## src/rtl/wram_pkg.sv

```systemverilog
// Shared types and widths for the S-WRAM external-memory bridge.
package wram_pkg;

    localparam int unsigned WRAM_AW = 17;
    localparam int unsigned WRAM_DW = 8;

    typedef enum logic [1:0] {
        IDLE,
        WAIT,
        FILL
    } state_t;

    typedef struct packed {
        logic               we;
        logic [WRAM_AW-1:0] addr;
        logic [WRAM_DW-1:0] wdata;
    } access_t;

endpackage

```

## src/rtl/wram_strobe_edge.sv

```systemverilog
// Registered falling-edge detector for the WRAM read/write strobes, qualified
// by chip enable. A strobe held low produces a single start only.
module wram_strobe_edge (
    input  logic CLK,
    input  logic RST_N,
    input  logic ce_n,
    input  logic rd_n,
    input  logic we_n,
    output logic rd_start,
    output logic wr_start
);

    logic rd_n_q, rd_n_d;
    logic we_n_q, we_n_d;

    always_comb begin
        rd_n_d = rd_n;
        we_n_d = we_n;
    end

    always_ff @(posedge CLK) begin
        if (!RST_N) begin
            rd_n_q <= 1'b1;
            we_n_q <= 1'b1;
        end else begin
            rd_n_q <= rd_n_d;
            we_n_q <= we_n_d;
        end
    end

    always_comb begin
        rd_start = ~rd_n & rd_n_q & ~ce_n;
        wr_start = ~we_n & we_n_q & ~ce_n;
    end

endmodule

```

## src/rtl/wram_mem_bridge.sv

```systemverilog
// WRAM strobe interface to external memory request/ack bridge with a one-deep
// pending slot. Define WRAM_INIT_EN to add the post-reset INIT_VAL fill sweep.
module wram_mem_bridge
    import wram_pkg::*;
#(
    parameter int unsigned    AW       = WRAM_AW,
    parameter int unsigned    DW       = WRAM_DW,
    parameter logic [DW-1:0]  INIT_VAL = 8'h55
) (
    input  logic          CLK,
    input  logic          RST_N,
    input  logic [AW-1:0] RAM_A,
    input  logic [DW-1:0] RAM_D,
    input  logic          RAM_CE_N,
    input  logic          RAM_RD_N,
    input  logic          RAM_WE_N,
    output logic [DW-1:0] RAM_Q,
    output logic          MEM_REQ,
    output logic          MEM_WE,
    output logic [AW-1:0] MEM_ADDR,
    output logic [DW-1:0] MEM_WDATA,
    input  logic          MEM_ACK,
    input  logic [DW-1:0] MEM_RDATA,
    output logic          BUSY,
    output logic          OVERRUN
);

    state_t        state_q, state_d;
    logic          mem_req_q, mem_req_d;
    access_t       mem_acc_q, mem_acc_d;
    logic [DW-1:0] ram_q_q, ram_q_d;
    logic          pend_valid_q, pend_valid_d;
    access_t       pend_q, pend_d;
    logic          overrun_q, overrun_d;
    access_t       wr_acc, rd_acc, new_acc;
    logic          rd_start, wr_start;
`ifdef WRAM_INIT_EN
    logic [AW-1:0] fill_addr_q, fill_addr_d;
`endif

    wram_strobe_edge u_edge (
        .CLK      (CLK),
        .RST_N    (RST_N),
        .ce_n     (RAM_CE_N),
        .rd_n     (RAM_RD_N),
        .we_n     (RAM_WE_N),
        .rd_start (rd_start),
        .wr_start (wr_start)
    );

    always_ff @(posedge CLK) begin
        if (!RST_N) begin
`ifdef WRAM_INIT_EN
            state_q <= FILL;
`else
            state_q <= IDLE;
`endif
        end else begin
            state_q <= state_d;
        end
    end

    always_comb begin
        state_d = state_q;
        unique case (state_q)
            IDLE: if (pend_valid_q || rd_start || wr_start) state_d = WAIT;
            WAIT: if (MEM_ACK) state_d = IDLE;
`ifdef WRAM_INIT_EN
            FILL: if (MEM_ACK && (fill_addr_q == '1)) state_d = IDLE;
`endif
            default: state_d = IDLE;
        endcase
    end

    // A simultaneous write+read issues the write; the read takes the pending slot.
    always_comb begin
        wr_acc       = '{we: 1'b1, addr: RAM_A, wdata: RAM_D};
        rd_acc       = '{we: 1'b0, addr: RAM_A, wdata: RAM_D};
        new_acc      = wr_start ? wr_acc : rd_acc;
        mem_req_d    = mem_req_q;
        mem_acc_d    = mem_acc_q;
        ram_q_d      = ram_q_q;
        pend_valid_d = pend_valid_q;
        pend_d       = pend_q;
        overrun_d    = overrun_q;
`ifdef WRAM_INIT_EN
        fill_addr_d  = fill_addr_q;
`endif
        unique case (state_q)
            IDLE: begin
                if (pend_valid_q) begin
                    mem_req_d    = 1'b1;
                    mem_acc_d    = pend_q;
                    pend_valid_d = wr_start | rd_start;
                    pend_d       = new_acc;
                    overrun_d    = overrun_q | (wr_start & rd_start);
                end else if (wr_start || rd_start) begin
                    mem_req_d    = 1'b1;
                    mem_acc_d    = new_acc;
                    pend_valid_d = wr_start & rd_start;
                    pend_d       = rd_acc;
                end
            end
            WAIT: begin
                if (wr_start || rd_start) begin
                    if (pend_valid_q) begin
                        overrun_d = 1'b1;
                    end else begin
                        pend_valid_d = 1'b1;
                        pend_d       = new_acc;
                        overrun_d    = overrun_q | (wr_start & rd_start);
                    end
                end
                if (MEM_ACK) begin
                    mem_req_d = 1'b0;
                    if (!mem_acc_q.we) ram_q_d = MEM_RDATA;
                end
            end
`ifdef WRAM_INIT_EN
            // Address advances on each ACK so the held request always names the next word.
            FILL: begin
                if (MEM_ACK) fill_addr_d = fill_addr_q + 1'b1;
                mem_req_d = !(MEM_ACK && (fill_addr_q == '1));
                mem_acc_d = '{we: 1'b1, addr: fill_addr_d, wdata: INIT_VAL};
            end
`endif
            default: ;
        endcase
    end

    always_ff @(posedge CLK) begin
        if (!RST_N) begin
            mem_req_q    <= 1'b0;
            mem_acc_q    <= '0;
            ram_q_q      <= '0;
            pend_valid_q <= 1'b0;
            pend_q       <= '0;
            overrun_q    <= 1'b0;
`ifdef WRAM_INIT_EN
            fill_addr_q  <= '0;
`endif
        end else begin
            mem_req_q    <= mem_req_d;
            mem_acc_q    <= mem_acc_d;
            ram_q_q      <= ram_q_d;
            pend_valid_q <= pend_valid_d;
            pend_q       <= pend_d;
            overrun_q    <= overrun_d;
`ifdef WRAM_INIT_EN
            fill_addr_q  <= fill_addr_d;
`endif
        end
    end

    always_comb begin
        MEM_REQ   = mem_req_q;
        MEM_WE    = mem_acc_q.we;
        MEM_ADDR  = mem_acc_q.addr;
        MEM_WDATA = mem_acc_q.wdata;
        RAM_Q     = ram_q_q;
        OVERRUN   = overrun_q;
        BUSY      = (state_q != IDLE) | pend_valid_q;
    end

endmodule

```

## config.mk

```make
export PLATFORM = sky130hd
export DESIGN_NAME = wram_mem_bridge
export DESIGN_NICKNAME = d
export VERILOG_FILES = /design/src/rtl/wram_pkg.sv /design/src/rtl/wram_strobe_edge.sv /design/src/rtl/wram_mem_bridge.sv
export SDC_FILE = /design/constraint.sdc
export NUM_CORES = 1
export LEC_CHECK = 0
export CAP_MARGIN = 20
export CORE_UTILIZATION = 62
export DETAILED_ROUTE_END_ITERATION = 7
export DONT_BUFFER_PORTS = 1
export PLACE_DENSITY = 0.74
export SLEW_MARGIN = 25
export SYNTH_ARGS = -nofsm -noshare
export SYNTH_HDL_FRONTEND = slang
export SYNTH_SLANG_ARGS = --single-unit
```

## constraint.sdc

```tcl
create_clock -name CLK -period 2.2 [get_ports CLK]
set_clock_uncertainty 0.15 [all_clocks]
set_input_delay 0.22 -clock CLK [delete_from_list [all_inputs] [get_ports CLK]]
set_output_delay 0.22 -clock CLK [all_outputs]
set_load 0.01 [all_outputs]
```

==> impl_metrics.env, run 1 <==
export IMPL_synth_async_reset_ratio_pct=0
export IMPL_synth_top_area_cell="dfxtp_1"
export IMPL_p_leak_nw=1.60
export IMPL_first_iter_violations=150
export IMPL_synth_top_family_by_area="compound AO/OA/AOI/OAI gates"
export IMPL_io_pins=76
export IMPL_crit_path_start_kind="flop"
export IMPL_p_sw_share_pct=26.4
export IMPL_nNetsFinal=365
export IMPL_final_cell_mix="69 x nand2_1, 65 x dfxtp_1, 50 x mux2i_1"
export IMPL_synth_compound_area_share_pct=19.2
export IMPL_grtUsageTotal_pct=27.5
export IMPL_port_buffers=0
export IMPL_irDropWorstVdd_uv=593
export IMPL_cts_tree="built"
export IMPL_seq_area_frac_synth_pct=45.5
export IMPL_multi_input_area_mm2=0.00143
export IMPL_hold_path_class="in2reg"
export IMPL_max_freq_ghz=0.534
export IMPL_grt_pass1_vias=2256
export IMPL_clk_path_buf_depth=2
export IMPL_synth_edf_count=0
export IMPL_worst_setup_path_end_kind="flop"
export IMPL_synth_area_per_cell_um2=9.71
export IMPL_yosys_most_used_dff="dfxtp_1"
export IMPL_setup_tns_ns=0
export IMPL_power_frac_seq_pct=51.1
export IMPL_cts_buffers=9
export IMPL_synth_xor_area_share_pct=0
export IMPL_fin_crit_ns=1.87
export IMPL_synthSimpleGateAreaFrac_pct=12.7
export IMPL_clock_latency_ns=0.34
export IMPL_antenna_found_initial=0
export IMPL_fillerInstances=329
export IMPL_power_frac_clock_pct=34.8
export IMPL_drc=0
export IMPL_outcome="finished, final reports clean"
export IMPL_drive_above_1_share_pct=9.70
export IMPL_ys_warnings_count=0
export IMPL_synth_cell_types=30
export IMPL_vias_per_cell=5.89
export IMPL_layout_commonest_cell="nand2_1"
export IMPL_p_sw_mw=0.722
export IMPL_syn_inst=299
export IMPL_hold_viol=0
export IMPL_cts_setup_buffers=0
export IMPL_p_int_mw=2.02
export IMPL_ys_seq_elements=66
export IMPL_fp_coreArea_mm2=0.00441
export IMPL_cts_root_buf="clkbuf_8"
export IMPL_finalWeightedCongestion=0.750
export IMPL_worst_ep_arrival_time_ns=2.00
export IMPL_dieHeight_um=70.4
export IMPL_rsz0062_at_grt="no"
export IMPL_grt_max_degree=95
export IMPL_gr_total_overflow=0
export IMPL_cts_sinks=66
export IMPL_setup_viol_count_final=0
export IMPL_synthToLayoutAreaGrowth_pct=18.4
export IMPL_initial_core_util_pct=65.8
export IMPL_wl_um=6420
export IMPL_critPathKind="reg2reg"
export IMPL_syn_area_mm2=0.00290
export IMPL_dr_total_vias=2251
export IMPL_critPathMaxFanout=26
export IMPL_synth_top_cell_area_share_pct=45.5
export IMPL_diodes=0
export IMPL_seq_area_mm2=0.00132
export IMPL_dr_pass1_iters=4
export IMPL_final_max_slew_viol_count=0
export IMPL_rows=24
export IMPL_worst_pin_slew_ns=0.531
export IMPL_cap_violations=0
export IMPL_maxSlewHeadroom_pct=64.6
export IMPL_synth_area_top_cells="dfxtp_1 46%, mux2i_1 17%, nand2_1 8.9%"
export IMPL_drt_wirelength_per_cell_um=16.8
export IMPL_pwr_share_comb_pct=14.1
export IMPL_synth_mux_area_share_pct=17.2
export IMPL_power_density_mw_per_mm2=797
export IMPL_ant_nets=0
export IMPL_critPathRequiredTime_ns=2.33
export IMPL_utilization_pct=77.9
export IMPL_period_share_pct=85.1
export IMPL_synthAdderAreaFrac_pct=0
export IMPL_die_w_um=70.4
export IMPL_hpwl_um=3550
export IMPL_dieArea_mm2=0.00496
export IMPL_hold_slack_ns=0.00875
export IMPL_grt_pass1_wl_um=10600
export IMPL_synth_fp_nets=338
export IMPL_clkTransAtPathRegs_ns=0.07
export IMPL_h_tree_depth=3
registers in the layout, indices dropped and copies added, names as in the netlist, 8 cells and up:
register,flops
pend_q,26
MEM_ADDR,17
MEM_WDATA,8
RAM_Q,8
cell usage after synthesis, types with 3 or more instances:
cell type / n
a21boi_0: 4
a21boi_1: 6
buf_2: 3
buf_6: 4
clkbuf_1: 14
dfxtp_1: 66
mux2i_1: 50
nand2_1: 69
nand3_1: 3
o211a_1: 25
o21ai_0: 27
critical path: stages, from the launching register on:
cell and delay (ns):
dfxtp_1 0.41, nor2_2 0.48, or2_2 0.56, o211a_1 0.21
area by class of cell:
cell class              count  area share (%)
inverters                   1           0.109
multi-input cells         207            41.5
well taps                  52            1.89
repair buffers             41            12.5
clock buffers              13            5.20
clock inverters             2           0.291
flip-flops and latches     66            38.5
routing by layer:
| layer | vias to the layer above | part of all wire (%) | GRT usage (%) |
|---|---|---|---|
| met5 | - | 0 | 0 |
| met4 | 0 | 1.8 | 11.6 |
| met3 | 14 | 6.9 | 8.23 |
| met2 | 62 | 49 | 45.1 |
| met1 | 1075 | 43 | 33.3 |
| li1 | 1100 | - | - |
stage by stage:
step | power [mW] | cells | instance area (um2) | setup slack [ns]
finish | 2.74 | 382 | 3440 | 0.328
global route | 2.84 | 382 | 3440 | 0.201
CTS | 2.74 | 382 | 3440 | 0.0605
detailed placement | 1.73 | 330 | 2860 | 0.0813
global placement | 1.71 | 330 | 2860 | 0.166
floorplan | 1.70 | 299 | 2900 | 0.678
cell families (layout without fill, tap and decap cells):
| group | count (synthesis) | count (layout) |
|---|---|---|
| buffers and inverters | 26 | 57 |
| AND/OR/NAND/NOR | 85 | 85 |
| flip-flops | 66 | 66 |
| multiplexers | 50 | 50 |
| AO/OA/AOI/OAI | 72 | 72 |
path summary, 6_finish.rpt:
kind	cells past startpoint	end	startpoint	slack [ns]
min	3	MEM_ADDR[16]	RAM_A[16]	0.009
max	3	MEM_WDATA[4]	state_q[0]	0.33
min reg2reg	2	pend_q[4]	pend_q[4]	0.31
max reg2reg	3	MEM_WDATA[4]	state_q[0]	0.33
what timing repair did:
item / in CTS / in global routing
hold buffers: 37 / 0
hold endpoints to repair: 66 / 0
resized for setup: 0 / 1
setup endpoints to repair: 0 / 26
power by group through the flow:
stage | registers (mW) | clock network, mW | logic, mW
6_report | 1.40 | 0.952 | 0.386
5_1_grt | 1.41 | 1.01 | 0.422
4_1_cts | 1.40 | 0.963 | 0.381
3_5_place_dp | 1.43 | 0 | 0.299
3_3_place_gp | 1.42 | 0 | 0.290
2_1_floorplan | 1.41 | 0 | 0.292
No activity file was read; power rests on OpenSTA's default activity.
==> run 2, diff against run 1 <==
CORE_MARGIN = 2   (was unset)
PLACE_DENSITY = unset   (was 0.74)
PLACE_DENSITY_LB_ADDON = 0.12   (was unset)
==> run 2 against run 1 <==
  * Fmax up 8.0%
  * Worst setup slack gained 0.14 ns
  * First-iteration DRC count is 17% lower
  * Worst hold slack improved by 0.0018 ns
  * Sequential cell count is the same
  * Cell area rose by 2.2%
  * Critical path type is now reg2out
  * Highest routed layer unchanged
==> impl_metrics.env, run 2 (synthesis gave the netlist of run 1 again) <==
export IMPL_gr_total_overflow=0
export IMPL_critPathBufInv=1
export IMPL_crit_cells=2
export IMPL_busiest_layer="met2"
export IMPL_grt_pass1_vias=2292
export IMPL_grt_pass1_wl_um=10500
export IMPL_maxSlewHeadroom_pct=58.2
export IMPL_largest_reg_flops=26
export IMPL_critPathMaxStageDelay_ns=0.45
export IMPL_pre_cts_ws_ns=0.189
export IMPL_initial_core_util_pct=65.3
export IMPL_period_share_pct=78.8
export IMPL_rsz0062_at_grt="no"
export IMPL_fin_ws_ns=0.467
export IMPL_drive_above_1_share_pct=10.4
export IMPL_worst_pin_slew_ns=0.625
export IMPL_cts_sinks=66
export IMPL_gr_usage_met1_pct=28.3
export IMPL_fp_coreArea_mm2=0.00444
export IMPL_rr_worst_depth=5
export IMPL_outcome="finished, final reports clean"
export IMPL_cts_buffers=9
export IMPL_cp_slowest_cell="buf_4"
export IMPL_finalWeightedCongestion=0.770
export IMPL_grt_max_degree=95
export IMPL_dr_total_vias=2272
export IMPL_die_w_um=72.4
export IMPL_h_tree_depth=3
export IMPL_nNetsFinal=369
export IMPL_hold_path_class="in2reg"
export IMPL_clkTransAtPathRegs_ns=0.07
export IMPL_vias_per_cell=5.87
export IMPL_final_max_slew_viol_count=0
export IMPL_setup_tns_ns=0
export IMPL_synthToLayoutAreaGrowth_pct=21.1
export IMPL_antenna_found_initial=0
export IMPL_max_freq_ghz=0.577
export IMPL_clk_path_buf_depth=2
export IMPL_cts_tree="built"
export IMPL_drt_wirelength_per_cell_um=17.0
export IMPL_crit_path_start_kind="flop"
export IMPL_cap_violations=0
export IMPL_final_cell_mix="69 x nand2_1, 65 x dfxtp_1, 50 x mux2i_1"
export IMPL_critPathRequiredTime_ns=1.83
export IMPL_power_density_mw_per_mm2=863
export IMPL_wl_um=6560
export IMPL_ctsResizeCount=0
export IMPL_multi_input_area_mm2=0.00143
export IMPL_dieHeight_um=72.4
export IMPL_use_met3_pct=9.31
export IMPL_critPathKind="reg2out"
export IMPL_hpwl_um=3720
export IMPL_drc=0
export IMPL_crit_family="buffers and inverters"
export IMPL_ant_nets=0
export IMPL_critPathMaxFanout=34
export IMPL_worst_ep_arrival_time_ns=1.36
export IMPL_top_register="pend_q"
export IMPL_worst_setup_path_end_kind="primary output"
export IMPL_grt_met2_usage_pct=45.9
export IMPL_diodes=0
export IMPL_dr_pass1_iters=4
export IMPL_cts_setup_buffers=0
export IMPL_irDropWorstVdd_uv=527
export IMPL_hold_path_depth=3
export IMPL_fillerInstances=293
export IMPL_fin_crit_ns=1.73
export IMPL_dieArea_mm2=0.00525
export IMPL_seq_area_mm2=0.00132
export IMPL_cts_root_buf="clkbuf_8"
export IMPL_first_iter_violations=124
export IMPL_rows=24
export IMPL_layout_commonest_cell="nand2_1"
export IMPL_port_buffers=0
export IMPL_grtUsageTotal_pct=26.1
export IMPL_worstPathCellList="buf_4 > or2_2"
export IMPL_setup_viol_count_final=0
export IMPL_hold_viol=0
export IMPL_clock_latency_ns=0.34
export IMPL_p_leak_nw=1.63
export IMPL_io_pins=76
[run 2: changes by cell type in the layout (fill, tap and decap cells not counted), sizes merged]
cell      change
buf           +4
clkbuf        -3
clkinvlp      +1
bufinv        +3
[run 2: final cells by class]
type	count	area share, %
Multi-Input combinational cell	207	40.8
Timing Repair Buffer	45	12.7
Sequential cell	66	37.6
Inverter	1	0.107
Clock buffer	10	3.63
Clock inverter	6	3.28
Tap cell	52	1.85
[run 2: metrics by stage]
stage | cells | instance area (um2) | utilization, % | power, mW | hold slack [ns]
after global placement | 334 | 2880 | 64.8 | 1.72 | 0.151
after detailed placement | 334 | 2880 | 64.8 | 1.74 | 0.153
after global routing | 387 | 3510 | 79.1 | 3.15 | 0.0183
after CTS | 387 | 3510 | 79.0 | 3.03 | 0.000587
final | 387 | 3510 | 79.1 | 3.03 | 0.0106
after floorplan | 299 | 2900 | - | 1.70 | 0.171
[run 2: what timing repair did]
item	in CTS	in global routing
hold buffers	37	0
endpoints found under the hold margin	66	0
endpoints found under the setup margin	0	0
[run 2: where the power goes]
group	internal (mW)	switching, mW
registers	1.30	0.0976
logic	0.200	0.201
clock network	0.757	0.477
[run 2: worst min-delay path: cells and delay by family]
family	cells	cell delay, ns
multiplexers	1	0.04
AO/OA/AOI/OAI	2	0.21
[run 2: final timing paths]
| kind | slack (ns) | to | from |
|---|---|---|---|
| max | 0.47 | BUSY | pend_valid_q |
| min | 0.01 | MEM_WDATA[0] | RAM_D[0] |
| max reg2reg | 0.50 | MEM_ADDR[5] | pend_valid_q |
| min reg2reg | 0.31 | pend_q[16] | pend_q[16] |
[run 2: per-layer routing]
metal,vias to the layer above,part of all wire (%)
met5,-,0
met4,0,1.6
met3,11,7.5
met2,69,50
met1,1086,41
li1,1106,-
